===== config.mk =====
export PLATFORM = sky130hd
export DESIGN_NAME = dylock_key_loader
export DESIGN_NICKNAME = d
export VERILOG_FILES = /design/src/rtl/dylock_key_loader.sv
export SDC_FILE = /design/constraint.sdc
export NUM_CORES = 1
export LEC_CHECK = 0
export CORE_MARGIN = 2
export CORE_UTILIZATION = 50
export CTS_CLUSTER_DIAMETER = 80
export DETAILED_ROUTE_END_ITERATION = 10
export HOLD_SLACK_MARGIN = 0.15
export PLACE_DENSITY = 0.75
export SLEW_MARGIN = 30
export SYNTH_ARGS = -nofsm -noshare
export SYNTH_HDL_FRONTEND = slang
export SYNTH_SLANG_ARGS = --single-unit

===== constraint.sdc =====
create_clock -name clk_i -period 2.1 [get_ports clk_i]
set_clock_uncertainty 0.1 [all_clocks]
set_input_delay 0.21 -clock clk_i [delete_from_list [all_inputs] [get_ports clk_i]]
set_output_delay 0.21 -clock clk_i [all_outputs]
set_load 0.02 [all_outputs]

===== src/rtl/dylock_key_loader.sv =====
// Bit-serial key loader: assembles an MSB-first frame in a shadow register and commits it atomically.
// Define DYLOCK_KEY_PARITY_EN to require a trailing even-parity bit after the KEY_W data bits.
module dylock_key_loader #(
  parameter int KEY_W   = 16,
  parameter int TIMEOUT = 255
) (
  input  logic             clk_i,
  input  logic             rst_i,
  input  logic             key_valid_i,
  input  logic             key_bit_i,
  input  logic             key_sof_i,
  output logic             key_ready_o,
  output logic [KEY_W-1:0] static_key_o,
  output logic             key_update_o,
  output logic             key_loaded_o,
  output logic             frame_err_o,
  output logic             busy_o
);

  localparam int CW = $clog2(KEY_W + 1);
  localparam int IW = $clog2(TIMEOUT + 1);
  localparam logic [CW-1:0] COUNT_FULL = CW'(KEY_W);
  localparam logic [IW-1:0] IDLE_LAST  = IW'(TIMEOUT - 1);

`ifdef DYLOCK_KEY_PARITY_EN
  typedef enum logic [1:0] {S_IDLE = 2'd0, S_SHIFT = 2'd1, S_COMMIT = 2'd2, S_PARITY = 2'd3} state_t;
  localparam state_t S_DATA_DONE = S_PARITY;
`else
  typedef enum logic [1:0] {S_IDLE = 2'd0, S_SHIFT = 2'd1, S_COMMIT = 2'd2} state_t;
  localparam state_t S_DATA_DONE = S_COMMIT;
`endif

  state_t           state_q, state_d;
  logic [KEY_W-1:0] shadow_q, shadow_d;
  logic [CW-1:0]    count_q, count_d;
  logic [IW-1:0]    idle_q, idle_d;
  logic [KEY_W-1:0] static_key_q;
  logic             key_update_q, key_loaded_q;
  logic             frame_err_q, frame_err_d;
  logic             xfer;

  assign xfer = key_valid_i & key_ready_o;

  always_ff @(posedge clk_i) begin
    if (rst_i) state_q <= S_IDLE;
    else       state_q <= state_d;
  end

  // A key_sof transfer in any accepting state (re)starts the frame with that bit as the MSB.
  always_comb begin
    state_d     = state_q;
    shadow_d    = shadow_q;
    count_d     = count_q;
    idle_d      = '0;
    frame_err_d = 1'b0;
    case (state_q)
      S_IDLE: begin
        if (xfer && key_sof_i) begin
          shadow_d          = '0;
          shadow_d[KEY_W-1] = key_bit_i;
          count_d           = CW'(1);
          state_d           = (count_d == COUNT_FULL) ? S_DATA_DONE : S_SHIFT;
        end
      end
      S_SHIFT: begin
        if (xfer) begin
          if (key_sof_i) begin
            shadow_d          = '0;
            shadow_d[KEY_W-1] = key_bit_i;
            count_d           = CW'(1);
            state_d           = (count_d == COUNT_FULL) ? S_DATA_DONE : S_SHIFT;
          end else begin
            for (int i = 0; i < KEY_W; i++) begin
              if (i == KEY_W - 1 - int'(count_q)) shadow_d[i] = key_bit_i;
            end
            count_d = count_q + CW'(1);
            if (count_d == COUNT_FULL) state_d = S_DATA_DONE;
          end
        end else if (idle_q == IDLE_LAST) begin
          state_d     = S_IDLE;
          frame_err_d = 1'b1;
        end else begin
          idle_d = idle_q + IW'(1);
        end
      end
`ifdef DYLOCK_KEY_PARITY_EN
      S_PARITY: begin
        if (xfer) begin
          if (key_sof_i) begin
            shadow_d          = '0;
            shadow_d[KEY_W-1] = key_bit_i;
            count_d           = CW'(1);
            state_d           = (count_d == COUNT_FULL) ? S_DATA_DONE : S_SHIFT;
          end else if ((^shadow_q) ^ key_bit_i) begin
            state_d     = S_IDLE;
            frame_err_d = 1'b1;
          end else begin
            state_d = S_COMMIT;
          end
        end else if (idle_q == IDLE_LAST) begin
          state_d     = S_IDLE;
          frame_err_d = 1'b1;
        end else begin
          idle_d = idle_q + IW'(1);
        end
      end
`endif
      S_COMMIT: state_d = S_IDLE;
      default:  state_d = S_IDLE;
    endcase
  end

  always_comb begin
    key_ready_o = !rst_i && (state_q != S_COMMIT);
    busy_o      = (state_q != S_IDLE);
  end

  // The generator-facing key only moves on the COMMIT exit edge, never mid-frame.
  always_ff @(posedge clk_i) begin
    if (rst_i) begin
      shadow_q     <= '0;
      count_q      <= '0;
      idle_q       <= '0;
      static_key_q <= '0;
      key_update_q <= 1'b0;
      key_loaded_q <= 1'b0;
      frame_err_q  <= 1'b0;
    end else begin
      shadow_q     <= shadow_d;
      count_q      <= count_d;
      idle_q       <= idle_d;
      frame_err_q  <= frame_err_d;
      key_update_q <= (state_q == S_COMMIT);
      if (state_q == S_COMMIT) begin
        static_key_q <= shadow_q;
        key_loaded_q <= 1'b1;
      end
    end
  end

  assign static_key_o = static_key_q;
  assign key_update_o = key_update_q;
  assign key_loaded_o = key_loaded_q;
  assign frame_err_o  = frame_err_q;

endmodule


==> flow_summary.json, run 1 <==
{
  "status": "finished, final reports clean",
  "synth_edf_count": 0,
  "antennaDiodeCount": 0,
  "avgViaCountPerCell": 5.72,
  "synth_area_leaders": "dfxtp_1, a211oi_2, a22o_1",
  "crit_path_end_kind": "primary output",
  "fin_ws_ns": 0.0744,
  "cts_buffer_depth": 2,
  "io_pins": 26,
  "postCtsHoldBufs": 0,
  "final-hold-violation-count": 0,
  "clk_latency_ns": 0.31,
  "fin_nets": 269,
  "worstSetupStartpointType": "flop",
  "p_sw_uw": 397,
  "vias": 1772,
  "cts.sinks": 50,
  "gp_routability_congestion": 0.852,
  "ys_seq_area_frac": 0.424,
  "die_area_um2": 5290,
  "maxCapViolCount": 0,
  "layout-drive-gt1-share": 0.163,
  "port_buffers": 25,
  "pwr-share-seq": 0.547,
  "ys_types": 44,
  "worst-path-buf-inv": 2,
  "hpwl_um": 3100,
  "final_max_slew_viol_count": 0,
  "first_iter_violations": 136,
  "synth_warnings": 0,
  "cts-htree-levels": 2,
  "antenna_found_initial": 0,
  "p_leak_uw": 0.000985,
  "rsz0062_at_grt": "false",
  "die_h_um": 72.7,
  "grt_pass1_wl_um": 7580,
  "grt_pass1_vias": 1660,
  "layout.cells.non_filler": 310,
  "synth-async-reset-ratio": 0,
  "tns_ns": 0,
  "dpl.cell_count": 302,
  "cpMaxStageDelayCell": "clkdlybuf4s50_1",
  "internal_power_uw": 1360,
  "synth_area_um2": 2360,
  "die_w_um": 72.7,
  "power_uw": 1760,
  "critPathTopFamily": "buffers and inverters",
  "cts_resized": 0,
  "layout_min_cycle_time_ns": 2.03,
  "power_density_nw_per_um2": 635,
  "hold_class": "reg2reg",
  "drt_pre_antenna_iters": 4,
  "post_cts_buffers": 0,
  "yosysTopAreaCell": "dfxtp_1",
  "crit_required_ns": 1.79,
  "cts_inserted_buffers": 5,
  "yosysMostFrequentCell": "dfxtp_1",
  "overflow": 0,
  "clock.fmax_mhz": 494,
  "finalSetupViolCount": 0,
  "crit_chain": "inv_1 > a21oi_1 > clkdlybuf4s50_1",
  "grt_max_degree": 19,
  "finalWirelength_um": 4430,
  "syn_nets": 243,
  "post_drt_wl_per_cell_um": 14.3,
  "drc_errors": 0,
  "root_buffer": "clkbuf_8",
  "drtAntennaViolNets": 0,
  "place_ws_ns": 0.130,
  "yosys-top-cells-count": "dfxtp_1, nand2_1, a22o_1",
  "crit_arrival_ns": 1.72,
  "path_class": "reg2out",
  "slew-limit-headroom": 0.515,
  "synth_cells": 231,
  "tightest_slew_ns": 0.728,
  "finalCritPeriodShare": 0.965,
  "postSynthAreaPerCell_um2": 10.2,
  "worstPathMaxFanout": 7,
  "swShare": 0.225,
  "synth_top_area_share": 0.424,
  "clk_pin_slew_ns": 0.09,
  "cts_tree": "built",
  "start_util": 0.531,
  "peakVddDrop_mv": 0.330,
  "post-route-util": 0.624,
  "p_clk_frac": 0.376,
  "core_um2": 4440,
  "synth.ff_latch_count": 50,
  "critical_path.max_stage_delay_ns": 0.66,
  "grtUsageTotal": 0.182,
  "pwr-share-comb": 0.078,
  "row_count": 24,
  "area_growth_pct": 17.4,
  "synth_ff_type": "dfxtp_1"
}
cells in the final DEF (no fill, tap or decap), types with 5 or more instances in the layout:
master,Yosys,routed
nand2_1,18,18
nand3_1,7,7
buf_4,0,13
inv_1,10,10
a21oi_1,9,9
ha_1,7,7
dfxtp_1,50,50
clkbuf_8,0,5
nor2_1,7,6
or4bb_1,8,8
clkdlybuf4s50_1,0,25
a22o_1,16,16
a211oi_2,15,15
mux2i_1,14,14
cell type report:
cell class                      instances  area [um^2]
Fill cell                             378         1670
Multi-Input combinational cell        151         1210
Sequential cell                        50         1000
Timing Repair Buffer                   38          348
Clock buffer                            5         68.8
Tap cell                               52         65.1
Inverter                               11         41.3
Clock inverter                          3         40.0
stage by stage:
step           hold slack, ns  instance area, um^2
3_5_place_dp            0.352                 2660
3_3_place_gp            0.335                 2660
5_1_grt                 0.382                 2770
4_1_cts                 0.365                 2770
6_report                0.364                 2770
2_1_floorplan           0.238                 2360
power groups by stage:
stage,sequential [uW],combinational [uW],clock [uW]
finish,962,137,661
global route,963,149,722
CTS,962,138,680
detailed placement,984,136,0
global placement,984,136,0
floorplan,982,97.4,0
metal layers:
metal	track usage	part of all wire	vias up
li1	-	-	898
met1	0.241	0.49	822
met2	0.290	0.46	45
met3	0.0414	0.039	7
met4	0.0679	0.016	0
met5	0	0	-
state kept, by name, summed over array words and instances, names as in the netlist:
register and cells:
shadow_q 16, static_key_o 16, idle_q 8, count_q 5, state_q 2, frame_err_o 1, key_loaded_o 1, key_update_o 1
worst register-to-register path: stages (launching register included):
cell      delay (ns)
dfxtp_1         0.45
ha_1            0.37
or4bb_1         0.53
a211oi_2        0.25
mux2i_1         0.20
final timing paths:
kind          startpoint          end  slack, ns  cells past startpoint
max           state_q[0]  key_ready_o       0.07                      3
min          shadow_q[4]  shadow_q[4]       0.36                      2
max reg2reg   count_q[0]  shadow_q[8]       0.12                      4
min reg2reg  shadow_q[4]  shadow_q[4]       0.36                      2
cell families after synthesis:
kind of cell	Yosys count	synth area share
compound gates	60	0.218
xor+xnor	4	0.0148
fa+ha+maj	7	0.0371
buf+inv	30	0.0657
flops	50	0.424
mux	15	0.0641
simple gates	65	0.176
No activity file was read; power rests on OpenSTA's default activity.
==> inputs of run 2 (changes only) <==
- CTS_CLUSTER_SIZE: not set -> 24
==> results of run 2 <==
The final DEF is identical to that of run 1; final timing and power are the same.
==> inputs of run 3 (changes only) <==
- GPL_ROUTABILITY_DRIVEN: not set -> 1
- PLACE_DENSITY: 0.75 -> 0.72
==> flow_summary.json, run 3 (synthesized netlist as in run 1, its figures left out) <==
{
  "fin_nets": 273,
  "overflow": 0,
  "worstPathMaxFanout": 7,
  "cts.sinks": 50,
  "final_max_slew_viol_count": 0,
  "clk_pin_slew_ns": 0.08,
  "drc_errors": 0,
  "tns_ns": 0,
  "whs_path_depth": 2,
  "crit_required_ns": 2.19,
  "worstSetupStartpointType": "flop",
  "cts-htree-levels": 2,
  "vias": 1766,
  "avgViaCountPerCell": 5.64,
  "grt_pass1_wl_um": 7560,
  "grt_max_degree": 21,
  "ff_latch_area_um2": 1000,
  "gp_routability_congestion": 0.792,
  "n_fill_cell": 367,
  "final_common_cell": "dfxtp_1",
  "fin_ws_ns": 0.104,
  "hpwl_um": 3000,
  "layout-drive-gt1-share": 0.172,
  "rsz0062_at_grt": "false",
  "hold_class": "reg2reg",
  "first_iter_violations": 71,
  "row_count": 24,
  "multi_input_area_um2": 1210,
  "path_class": "reg2reg",
  "finalSetupViolCount": 0,
  "antennaDiodeCount": 0,
  "grtUsageTotal": 0.181,
  "area_growth_pct": 19.4,
  "worstRegToRegCells": 5,
  "layout_min_cycle_time_ns": 2.00,
  "drtAntennaViolNets": 0,
  "clk_latency_ns": 0.30,
  "die_area_um2": 5290,
  "cts_inserted_buffers": 5,
  "crit_path_end_kind": "flop",
  "root_buffer": "clkbuf_8",
  "final-hold-violation-count": 0,
  "post_drt_wl_per_cell_um": 13.6,
  "maxCapViolCount": 0,
  "p_leak_uw": 0.00102,
  "port_buffers": 25,
  "post_cts_buffers": 0,
  "peakVddDrop_mv": 0.321,
  "place_ws_ns": 0.0369,
  "tightest_slew_ns": 0.537,
  "io_pins": 26,
  "timing.hold.ws_ns": 0.360,
  "core_um2": 4440,
  "finalCritPeriodShare": 0.951,
  "power_density_nw_per_um2": 632,
  "start_util": 0.531,
  "layout_common_cells": "dfxtp_1, clkdlybuf4s50_1, nand2_1",
  "die_w_um": 72.7,
  "clock.fmax_mhz": 501,
  "grt_pass1_vias": 1661,
  "slew-limit-headroom": 0.641,
  "cts_buffer_depth": 2,
  "cts_tree": "built",
  "postCtsHoldBufs": 0,
  "crit_arrival_ns": 2.09,
  "drt_pre_antenna_iters": 4,
  "status": "finished, final reports clean",
  "ff2ff_setup_slack_ns": 0.10,
  "die_h_um": 72.7,
  "finalWirelength_um": 4260,
  "antenna_found_initial": 0
}
[run 3: changes by cell type in the layout (fill, tap and decap cells not counted)]
cell | before | now
buf_4 | 13 | 16
clkinv_2 | 2 | 0
buf_12 | 0 | 1
clkbuf_8 | 5 | 6
clkdlybuf4s50_1 | 25 | 24
dlymetal6s2s_1 | 0 | 1
[run 3: final cells by class]
type | instances | area share
Clock buffer | 6 | 0.0293
Timing Repair Buffer | 42 | 0.139
Multi-Input combinational cell | 151 | 0.428
Tap cell | 52 | 0.0231
Clock inverter | 1 | 0.0106
Inverter | 11 | 0.0146
Sequential cell | 50 | 0.355
[run 3: power breakdown]
group | leakage [uW] | internal, uW | switching [uW]
Clock | 0.0000573 | 381 | 298
Sequential | 0.000403 | 954 | 7.61
Combinational | 0.000556 | 63.9 | 78.5
Total | 0.00102 | 1400 | 384
[run 3: worst paths after layout]
check               from           end
max           count_q[0]  shadow_q[15]
min          shadow_q[8]   shadow_q[8]
max reg2reg   count_q[0]  shadow_q[15]
min reg2reg  shadow_q[8]   shadow_q[8]
[run 3: worst max-delay path, stage by stage (launching register included)]
cell and delay (ns):
dfxtp_1 0.38, inv_1 0.13, ha_1 0.23, or4b_4 0.48, a211oi_2 0.24, mux2_1 0.34
[run 3: through the flow]
stage | cell area, um^2 | total power, uW | instances | util
6_report | 2820 | 1780 | 313 | 0.635
3_5_place_dp | 2710 | 1130 | 306 | 0.609
2_1_floorplan | 2360 | 1080 | 231 | -
3_3_place_gp | 2710 | 1130 | 306 | 0.609
4_1_cts | 2820 | 1810 | 313 | 0.634
5_1_grt | 2820 | 1850 | 313 | 0.635
[run 3: layer usage]
| layer | global-route usage | share of wire | vias up | routed length [um] |
|---|---|---|---|---|
| li1 | - | - | 909 | - |
| met1 | 0.237 | 0.50 | 830 | 2130 |
| met2 | 0.286 | 0.46 | 22 | 1940 |
| met3 | 0.0428 | 0.027 | 5 | 114 |
| met4 | 0.0782 | 0.017 | 0 | 72 |
| met5 | 0 | 0 | - | 0 |
[run 3: repair_timing]
| item | CTS | global route |
|---|---|---|
| hold endpoints to repair | 0 | 0 |
| setup endpoints to repair | 0 | 1 |
| gates resized for setup | 0 | 1 |
